[src/rtl/spmv_row_streamer_if.sv]
// Matrix-memory read bus between the row streamer and the group memory.
// master: drives read strobe and group address, receives the lane data.
// slave:  returns mem_rdata one cycle after each mem_rd.
//   mem_rd     read strobe
//   mem_addr   group word address
//   mem_rdata  per lane {value[95:64], col[63:32], row[31:0]}
interface spmv_row_streamer_if #(
    parameter int unsigned NUM_CHANNELS = 4,
    parameter int unsigned ADDR_W       = 10
);
    logic                           mem_rd;
    logic [ADDR_W-1:0]              mem_addr;
    logic [NUM_CHANNELS-1:0][95:0]  mem_rdata;

    modport master (output mem_rd, output mem_addr, input  mem_rdata);
    modport slave  (input  mem_rd, input  mem_addr, output mem_rdata);
endinterface

[src/rtl/spmv_row_streamer.sv]
// Streams the nonzeros of a sparse matrix out of memory, one group of
// NUM_CHANNELS lanes per cycle, padding the tail group and signalling the
// end of stream with row_id == MATRIX_SIZE on every lane.
// Ports:
//   clk, rst_l           clock, async active-low reset
//   start                begin a stream (accepted in IDLE or DONE only)
//   base_addr, nnz       first group address and total nonzero count
//   mem                  matrix memory read bus (master side)
//   values/col_id/row_id registered lane outputs
//   rdy                  lane outputs carry a group this cycle
//   busy, done           FETCH/DRAIN and DONE indicators
module spmv_row_streamer #(
    parameter int unsigned NUM_CHANNELS = 4,
    parameter int unsigned MATRIX_SIZE  = 128,
    parameter int unsigned ADDR_W       = 10
) (
    input  logic                          clk,
    input  logic                          rst_l,
    input  logic                          start,
    input  logic [ADDR_W-1:0]             base_addr,
    input  logic [31:0]                   nnz,
    spmv_row_streamer_if.master           mem,
    output logic [NUM_CHANNELS-1:0][31:0] values,
    output logic [NUM_CHANNELS-1:0][31:0] col_id,
    output logic [NUM_CHANNELS-1:0][31:0] row_id,
    output logic                          rdy,
    output logic                          busy,
    output logic                          done
);
    localparam int unsigned CNT_W    = $clog2(NUM_CHANNELS + 1);
    localparam logic [31:0] SENTINEL = 32'(MATRIX_SIZE);
    localparam logic [31:0] LANES    = 32'(NUM_CHANNELS);

    typedef enum logic [1:0] {IDLE, FETCH, DRAIN, DONE} state_e;

    state_e                         state_q, state_d;
    logic                           mem_rd_q, mem_rd_d;
    logic [ADDR_W-1:0]              mem_addr_q, mem_addr_d;
    // Nonzeros not yet issued; reaching zero marks the last group.
    logic [31:0]                    rem_q, rem_d;
    // Valid-lane count of the group currently being issued.
    logic [CNT_W-1:0]               cur_cnt_q, cur_cnt_d;
    // Read-data stage: data on mem_rdata this cycle and its valid-lane count.
    logic                           p1_v_q;
    logic [CNT_W-1:0]               p1_cnt_q;
    logic [NUM_CHANNELS-1:0][31:0]  values_q, values_d;
    logic [NUM_CHANNELS-1:0][31:0]  col_q, col_d;
    logic [NUM_CHANNELS-1:0][31:0]  row_q, row_d;
    logic                           rdy_q, rdy_d;

    // Valid lanes in a group given the nonzeros still to issue.
    function automatic logic [CNT_W-1:0] lanes_of(input logic [31:0] r);
        return (r >= LANES) ? CNT_W'(NUM_CHANNELS) : CNT_W'(r);
    endfunction

    // Next-state, read issue and output formatting.
    always_comb begin
        state_d    = state_q;
        mem_rd_d   = 1'b0;
        mem_addr_d = mem_addr_q;
        rem_d      = rem_q;
        cur_cnt_d  = cur_cnt_q;
        rdy_d      = 1'b0;
        values_d   = '0;
        col_d      = '0;
        row_d      = '0;

        case (state_q)
            IDLE, DONE: begin
                if (start) begin
                    cur_cnt_d = lanes_of(nnz);
                    rem_d     = nnz - 32'(lanes_of(nnz));
                    if (nnz != 32'd0) begin
                        state_d    = FETCH;
                        mem_rd_d   = 1'b1;
                        mem_addr_d = base_addr;
                    end else begin
                        state_d = DRAIN;
                    end
                end
            end
            FETCH: begin
                if (rem_q == 32'd0) begin
                    state_d = DRAIN;
                end else begin
                    mem_rd_d   = 1'b1;
                    mem_addr_d = mem_addr_q + ADDR_W'(1);
                    cur_cnt_d  = lanes_of(rem_q);
                    rem_d      = rem_q - 32'(lanes_of(rem_q));
                end
            end
            DRAIN: begin
                // Leave once no read is outstanding and no data is in the stage.
                if (!mem_rd_q && !p1_v_q) begin
                    state_d = DONE;
                end
            end
            default: state_d = IDLE;
        endcase

        if (p1_v_q) begin
            rdy_d = 1'b1;
            for (int unsigned k = 0; k < NUM_CHANNELS; k++) begin
                if (CNT_W'(k) < p1_cnt_q) begin
                    values_d[k] = mem.mem_rdata[k][95:64];
                    col_d[k]    = mem.mem_rdata[k][63:32];
                    row_d[k]    = mem.mem_rdata[k][31:0];
                end else begin
                    row_d[k]    = SENTINEL;
                end
            end
        end else if (state_d == DONE) begin
            // End-of-stream marker, held for as long as we stay in DONE.
            for (int unsigned k = 0; k < NUM_CHANNELS; k++) begin
                row_d[k] = SENTINEL;
            end
        end
    end

    // State and output registers.
    always_ff @(posedge clk or negedge rst_l) begin
        if (!rst_l) begin
            state_q    <= IDLE;
            mem_rd_q   <= 1'b0;
            mem_addr_q <= '0;
            rem_q      <= '0;
            cur_cnt_q  <= '0;
            p1_v_q     <= 1'b0;
            p1_cnt_q   <= '0;
            values_q   <= '0;
            col_q      <= '0;
            row_q      <= '0;
            rdy_q      <= 1'b0;
        end else begin
            state_q    <= state_d;
            mem_rd_q   <= mem_rd_d;
            mem_addr_q <= mem_addr_d;
            rem_q      <= rem_d;
            cur_cnt_q  <= cur_cnt_d;
            p1_v_q     <= mem_rd_q;
            p1_cnt_q   <= cur_cnt_q;
            values_q   <= values_d;
            col_q      <= col_d;
            row_q      <= row_d;
            rdy_q      <= rdy_d;
        end
    end

    assign mem.mem_rd   = mem_rd_q;
    assign mem.mem_addr = mem_addr_q;
    assign values       = values_q;
    assign col_id       = col_q;
    assign row_id       = row_q;
    assign rdy          = rdy_q;
    assign busy         = (state_q == FETCH) || (state_q == DRAIN);
    assign done         = (state_q == DONE);
endmodule

[src/flat_wrapper.sv]
// flat-port wrapper written by rule: the top's interface ports become plain ports
module spmv_row_streamer_flat 
#(
    parameter int unsigned NUM_CHANNELS = 4,
    parameter int unsigned MATRIX_SIZE  = 128,
    parameter int unsigned ADDR_W       = 10
)
  (clk, rst_l, start, base_addr, nnz, values, col_id, row_id, rdy, busy, done, mem_mem_rd, mem_mem_addr, mem_mem_rdata);
  spmv_row_streamer_if #(.NUM_CHANNELS(NUM_CHANNELS), .ADDR_W(ADDR_W)) mem_i ();
  input  logic clk;
  input  logic rst_l;
  input  logic start;
  input  logic [ADDR_W-1:0] base_addr;
  input  logic [31:0] nnz;
  output logic [NUM_CHANNELS-1:0][31:0] values;
  output logic [NUM_CHANNELS-1:0][31:0] col_id;
  output logic [NUM_CHANNELS-1:0][31:0] row_id;
  output logic rdy;
  output logic busy;
  output logic done;
  output wire logic [$bits(mem_i.mem_rd)-1:0] mem_mem_rd;
  output wire logic [$bits(mem_i.mem_addr)-1:0] mem_mem_addr;
  input wire logic [$bits(mem_i.mem_rdata)-1:0] mem_mem_rdata;
  assign mem_mem_rd = mem_i.mem_rd;
  assign mem_mem_addr = mem_i.mem_addr;
  assign mem_i.mem_rdata = mem_mem_rdata;
  spmv_row_streamer #(.NUM_CHANNELS(NUM_CHANNELS), .MATRIX_SIZE(MATRIX_SIZE), .ADDR_W(ADDR_W)) u_core (.clk(clk), .rst_l(rst_l), .start(start), .base_addr(base_addr), .nnz(nnz), .mem(mem_i), .values(values), .col_id(col_id), .row_id(row_id), .rdy(rdy), .busy(busy), .done(done));
endmodule
[config.mk]
export PLATFORM = sky130hd
export DESIGN_NAME = spmv_row_streamer_flat
export DESIGN_NICKNAME = d
export VERILOG_FILES = /design/src/rtl/spmv_row_streamer_if.sv /design/src/rtl/spmv_row_streamer.sv /design/src/flat_wrapper.sv
export SDC_FILE = /design/constraint.sdc
export NUM_CORES = 1
export LEC_CHECK = 0
export CAP_MARGIN = 0
export CORE_AREA = 2 2 327 329
export CTS_CLUSTER_SIZE = 12
export DETAILED_ROUTE_END_ITERATION = 8
export DIE_AREA = 0 0 329 331
export SYNTH_ARGS = -nofsm -noshare
export SYNTH_HDL_FRONTEND = slang
export SYNTH_SLANG_ARGS = --single-unit
[constraint.sdc]
create_clock -name clk -period 4.4 [get_ports clk]
set_clock_uncertainty 0.05 [all_clocks]
set_input_delay 0.88 -clock clk [delete_from_list [all_inputs] [get_ports clk]]
set_output_delay 0.88 -clock clk [all_outputs]
set_load 0.005 [all_outputs]
---- Word-level counts from Yosys, hierarchy flattened ----
Cells that the tools add are included.
W data, S select, Z words.
cells by class
  $lt $le $gt $ge ......................... 6
  $add $sub $neg .......................... 3
  reduce and logical (&&, ||, !) cells .... 11
  multiplexer cells ....................... 38
  equality and inequality tests ........... 7
operator list
  cell                     count
  $mux W32                 14
  $mux W128                3
  $mux W104                1
  $ge A32 B3 Y1 const B    2
  $pmux W32 S2             1
  $sub A32 B3 Y32          2
  $logic_not A32 Y1        1
  $reduce_bool A32 Y1      1
  $mux W10                 3
  $pmux W10 S2             1
  $mux W3                  4
  $add A10 B1 Y10 const B  1
  $mux W2                  4
  $eq A2 B2 Y1 const B     3
  $lt A1 B3 Y1 const A     2
  $lt A2 B3 Y1 const A     2
  $pmux W2 S3              1
  $pmux W3 S2              1
  $mux W1                  4
  $ne A2 B2 Y1 const B     2
  $reduce_and A4 Y1        1
  $reduce_and A3 Y1        1
  $eq A2 B1 Y1 const B     1
  $logic_not A1 Y1         2
  other kinds (7)          7
storage, ports and cells
  register bits after elaboration ......... 437
  logic and storage cells ................. 85

---- Logic depth before layout (Yosys ltp) ----
  word-level depth ........................ 7
  gate-level depth with buffers ........... 12
  mapped depth without buffers ............ 10

---- Worst setup path after synthesis ----
No wires, ideal clock.
  path kind ............................... input port to flip-flop
  start point ............................. input nnz[23]
  end point ............................... register u_core.rem_q[30]
  required time ........................... 4.226 ns
  data arrival time ....................... 2.881 ns
  slack ................................... 1.345 ns
  cell stages on the path ................. 7
  setup time .............................. 0.124 ns
  path buffers ............................ 1
  path through ............................ or4_1 clkbuf_1 or3_1 or3b_2 nor3_1 xor2_1 a211o_1
on the way
  cells in the longest elaborated chain, start to end .. 5
ends and longest elaborated chain
  item                  RTL line                  RTL
  start, declared       flat_wrapper.sv:14        input logic [31:0] nnz;
  $ge A32 B3 Y1         spmv_row_streamer.sv:53   return (r >= LANES) ? CNT_W'(NUM_CHANNELS) : CNT_W'(r);
  $mux W3               spmv_row_streamer.sv:53
  $sub A32 B3 Y32 *     spmv_row_streamer.sv:72   rem_d = nnz - 32'(lanes_of(nnz));
  $mux W32 *            spmv_row_streamer.sv:70   if (start) begin
  $pmux W32 S2 *        spmv_row_streamer.sv:68   case (state_q)
  end signal, assigned  spmv_row_streamer.sv:138  rem_q <= rem_d;
  end, declared         spmv_row_streamer.sv:40   logic [31:0] rem_q, rem_d;
Every way passes the cells marked *; elsewhere a longest branch is shown, timed or not. The select of a mux whose other input is x is not followed.
A chain may end at the register's enable or synchronous reset.

---- Worst setup path after layout ----
  start point ............................. register u_core.rem_q[26]
  end point ............................... register u_core.rem_q[6]
on the way
  cells in the longest elaborated chain, start to end .. 5
  elaborated cells on any way between the ends .. 8
ends and longest elaborated chain
  item             RTL line                 RTL
  $ge A32 B3 Y1    spmv_row_streamer.sv:53
  $mux W3          spmv_row_streamer.sv:53
  $sub A32 B3 Y32  spmv_row_streamer.sv:89  rem_d = rem_q - 32'(lanes_of(rem_q));
  $mux W32         spmv_row_streamer.sv:83  if (rem_q == 32'd0) begin
  $pmux W32 S2     spmv_row_streamer.sv:68
Parallel ways exist; a longest one is shown, timed or not. The select of a mux whose other input is x is not followed.

==> impl_metrics.yaml <==
outcome:
  outcome: "complete, no violations"
routing:
  drt_first_pass_iters: 5
  avgRoutedWirePerCell_um: 20.21
  vias_per_cell: 3.791
  num_vias: 13610
  routed_wl_um: 72540
  drtIter0Drc: 760
  ant_nets: 0
  drc: 0
sta:
  finalHoldViolCount: 0
  fin_ws_ns: 0.8640
  slew_viol_final: 0
  min_period_ns: 3.536
  fin_crit_sh_pct: 80.36
  max_slew_margin_pct: 21.58
  tns_ns: 0
  tightestPinTransition_ns: 1.176
  finalSetupViolCount: 0
  rsz0062_at_grt: "no"
  max_freq_mhz: 282.8
cells_and_area:
  fillers: 10940
  final_cell_count_no_fill: 3589
  fin_util_pct: 26.95
  drive_gt1_share_pct: 6.788
  num-nets-final: 2591
  area_growth_pct: 72.23
place:
  dp_cells: 3492
  place_ws_ns: 0.4380
  routabilityCongestion: 0.8450
  dpl.hpwl_um: 55570
  portBuffers: 826
power:
  p_sw_share_pct: 32.18
  power_frac_seq_pct: 35.4
  p_comb_share_pct: 36.5
  p_leak_nw: 12.17
  p_int_mw: 11.17
  power.total_mw: 16.48
  powerDensity_nw_per_um2: 582.5
  p_switching_mw: 5.301
  clkPwrFrac_pct: 28.0
  ir_worst_vdd_v: 0.0003537
global_routing:
  grt_use_total_pct: 12.62
  grt_max_degree: 102
  grt_pass1_wl_um: 100200
  grt_pass1_vias: 13610
  antenna_found_initial: 8
  overflow: 0
synth:
  yosysWarnings: 0
  synth_flop_cell: "dfrtp_1"
  async_flop_share_pct: 100.0
  ys_seq_area_share_pct: 66.59
  syn_inst: 1318
  ys_ff_latch: 437
  avgSynthCellArea_sq_um: 12.46
  synth-edff-count: 0
  synth.distinct_cells: 78
  syn-cell-area_sq_um: 16420
floorplan:
  initial_core_util_pct: 15.65
  die-area_sq_um: 108900
  dieHeight_um: 331
  rows: 119
  ios: 827
  core-area_sq_um: 105000
  die_x_um: 329
clock_network:
  clock_latency_ns: 0.62
  cts_sinks: 437
  post-cts-setup-buffers: 0
  cts_root_buf: "clkbuf_16"
  cts_resized: 0
  cts_buffers: 53
  clockBufferDepth: 3
  htreeDepth: 2
  cts_hold_buf: 0
  cts_tree: "done"
  path_clk_slew_ns: 0.06
setup_path:
  cp_data_required_time_ns: 4.89
  cp.arrival_ns: 4.03
  end_kind: "register"
  start_kind: "register"
  worstPathMaxFanout: 18
  worst-setup-path-type: "register to register"
job:
  drv_cap: 0
hold_path:
  hold_class: "input pin to async pin"
## cell families (layout without fill, tap and decap cells)
group / count (synthesis) / after routing / share of synthesized area [%]
buffers and inverters: 93 / 969 / 2.232
muxes: 14 / 14 / 0.8761
DFF: 437 / 437 / 66.59
other: 1 / 5 / 0.02283
and+or+nand+nor: 576 / 576 / 21.19
xor gates and xnor gates: 24 / 24 / 1.280
adders and majority gates: 6 / 6 / 0.4571
AOI/OAI and AO/OA: 167 / 167 / 7.359
## path summary, 6_finish.rpt
| path | start | cells after the start | to | slack, ns |
|---|---|---|---|---|
| setup / recovery | u_core.rem_q[26]$_DFFE_PN0P_ | 7 | u_core.rem_q[6]$_DFFE_PN0P_ | 0.86 |
| hold / removal | rst_l | 1 | u_core.col_id[62]$_DFF_PN0_ | 0.30 |
| setup reg to reg | u_core.rem_q[26]$_DFFE_PN0P_ | 7 | u_core.rem_q[6]$_DFFE_PN0P_ | 0.86 |
| hold reg to reg | u_core.cur_cnt_q[1]$_DFFE_PN0P_ | 0 | u_core.p1_cnt_q[1]$_DFF_PN0_ | 0.33 |
| max in group asynchronous | rst_l | 2 | u_core.row_id[50]$_DFF_PN0_ | 3.02 |
| min in group clk | u_core.cur_cnt_q[1]$_DFFE_PN0P_ | 0 | u_core.p1_cnt_q[1]$_DFF_PN0_ | 0.33 |
## placed cells by master (no fill, tap or decap), drive strengths merged, types with 6 or more instances in the layout
cell / netlist / final
a211oi: 6 / 6
a21oi: 30 / 30
a31oi: 8 / 8
and2: 287 / 287
and3: 100 / 100
buf: 7 / 37
bufinv: 0 / 7
clkbuf: 73 / 74
clkdlybuf4s50: 0 / 825
clkinv: 0 / 7
dfrtp: 437 / 437
ha: 6 / 6
inv: 13 / 16
mux2i: 11 / 11
nand2: 33 / 33
nand3: 10 / 10
nand4: 6 / 6
nor2: 32 / 32
nor2b: 6 / 6
nor3: 30 / 30
nor4: 18 / 18
o211ai: 9 / 9
o21ai: 33 / 33
o22ai: 8 / 8
or3: 16 / 16
or4: 19 / 19
xnor2: 15 / 15
xor2: 9 / 9
## worst max-delay path, cell delays in order (launching register included)
cell	delay, ns
dfrtp_1	0.41
or4_1	0.64
or4_1	0.74
o41a_1	0.61
buf_4	0.27
o2111a_1	0.14
o21ai_0	0.34
o221a_2	0.26
## state kept, by name (all words and copies together), names as in the netlist
signal               count
u_core.col_id          128
u_core.cur_cnt_q         3
u_core.mem.mem_addr     10
u_core.mem.mem_rd        1
u_core.p1_cnt_q          3
u_core.p1_v_q            1
u_core.rdy               1
u_core.rem_q            32
u_core.row_id          128
u_core.state_q           2
u_core.values          128
## Yosys cell counts (all sizes together), types with 4 or more instances
library cell	number	area share (%)
a211o	5	0.27
a211oi	6	0.27
a21oi	30	0.91
a31o	4	0.21
a31oi	8	0.30
a32oi	4	0.21
and2	287	11
and3	100	3.8
buf	7	0.27
clkbuf	73	1.7
dfrtp	437	67
ha	6	0.46
inv	13	0.30
mux2i	11	0.67
nand2	33	0.75
nand3	10	0.30
nand4	6	0.23
nor2	32	0.75
nor2b	6	0.23
nor3	30	0.91
nor4	18	0.85
o211ai	9	0.41
o21ai	33	1.0
o22ai	8	0.30
o31a	4	0.21
o31ai	4	0.27
o41ai	5	0.38
or2	4	0.15
or3	16	0.61
or4	19	0.89
xnor2	15	0.80
xor2	9	0.48
## power by group through the flow
stage | combinational, mW | sequential [mW] | clock, mW
2_1_floorplan | 2.22 | 5.85 | 0
3_3_place_gp | 6.08 | 5.88 | 0
3_5_place_dp | 6.10 | 5.88 | 0
4_1_cts | 6.13 | 5.83 | 4.80
5_1_grt | 6.51 | 5.96 | 4.96
6_report | 6.02 | 5.84 | 4.62
## per-stage QoR
stage | hold WS (ns) | area (sq um)
global placement | 0.3116 | 26440
floorplan | 0.3035 | 16430
CTS | 0.2710 | 28280
finish | 0.2952 | 28290
global route | 0.3108 | 28280
detailed placement | 0.3230 | 26440
## per-layer routing
metal,track usage (%),wire (um)
met2,20.88,35240
met5,0,80
met4,3.176,1430
met3,3.936,5632
met1,15.93,30150
## layout make-up
cell class	count	area (sq um)	share of cell area (%)
inverter	13	48.80	0.1725
clock inverter	20	316.6	1.119
clock buffer	74	1526	5.397
antenna	3	7.507	0.02654
multi-input combinational	789	5147	18.20
tap	1391	1740	6.153
sequential	437	10940	38.69
timing repair buffer	862	8556	30.25
(Power assumes the default switching activity.)
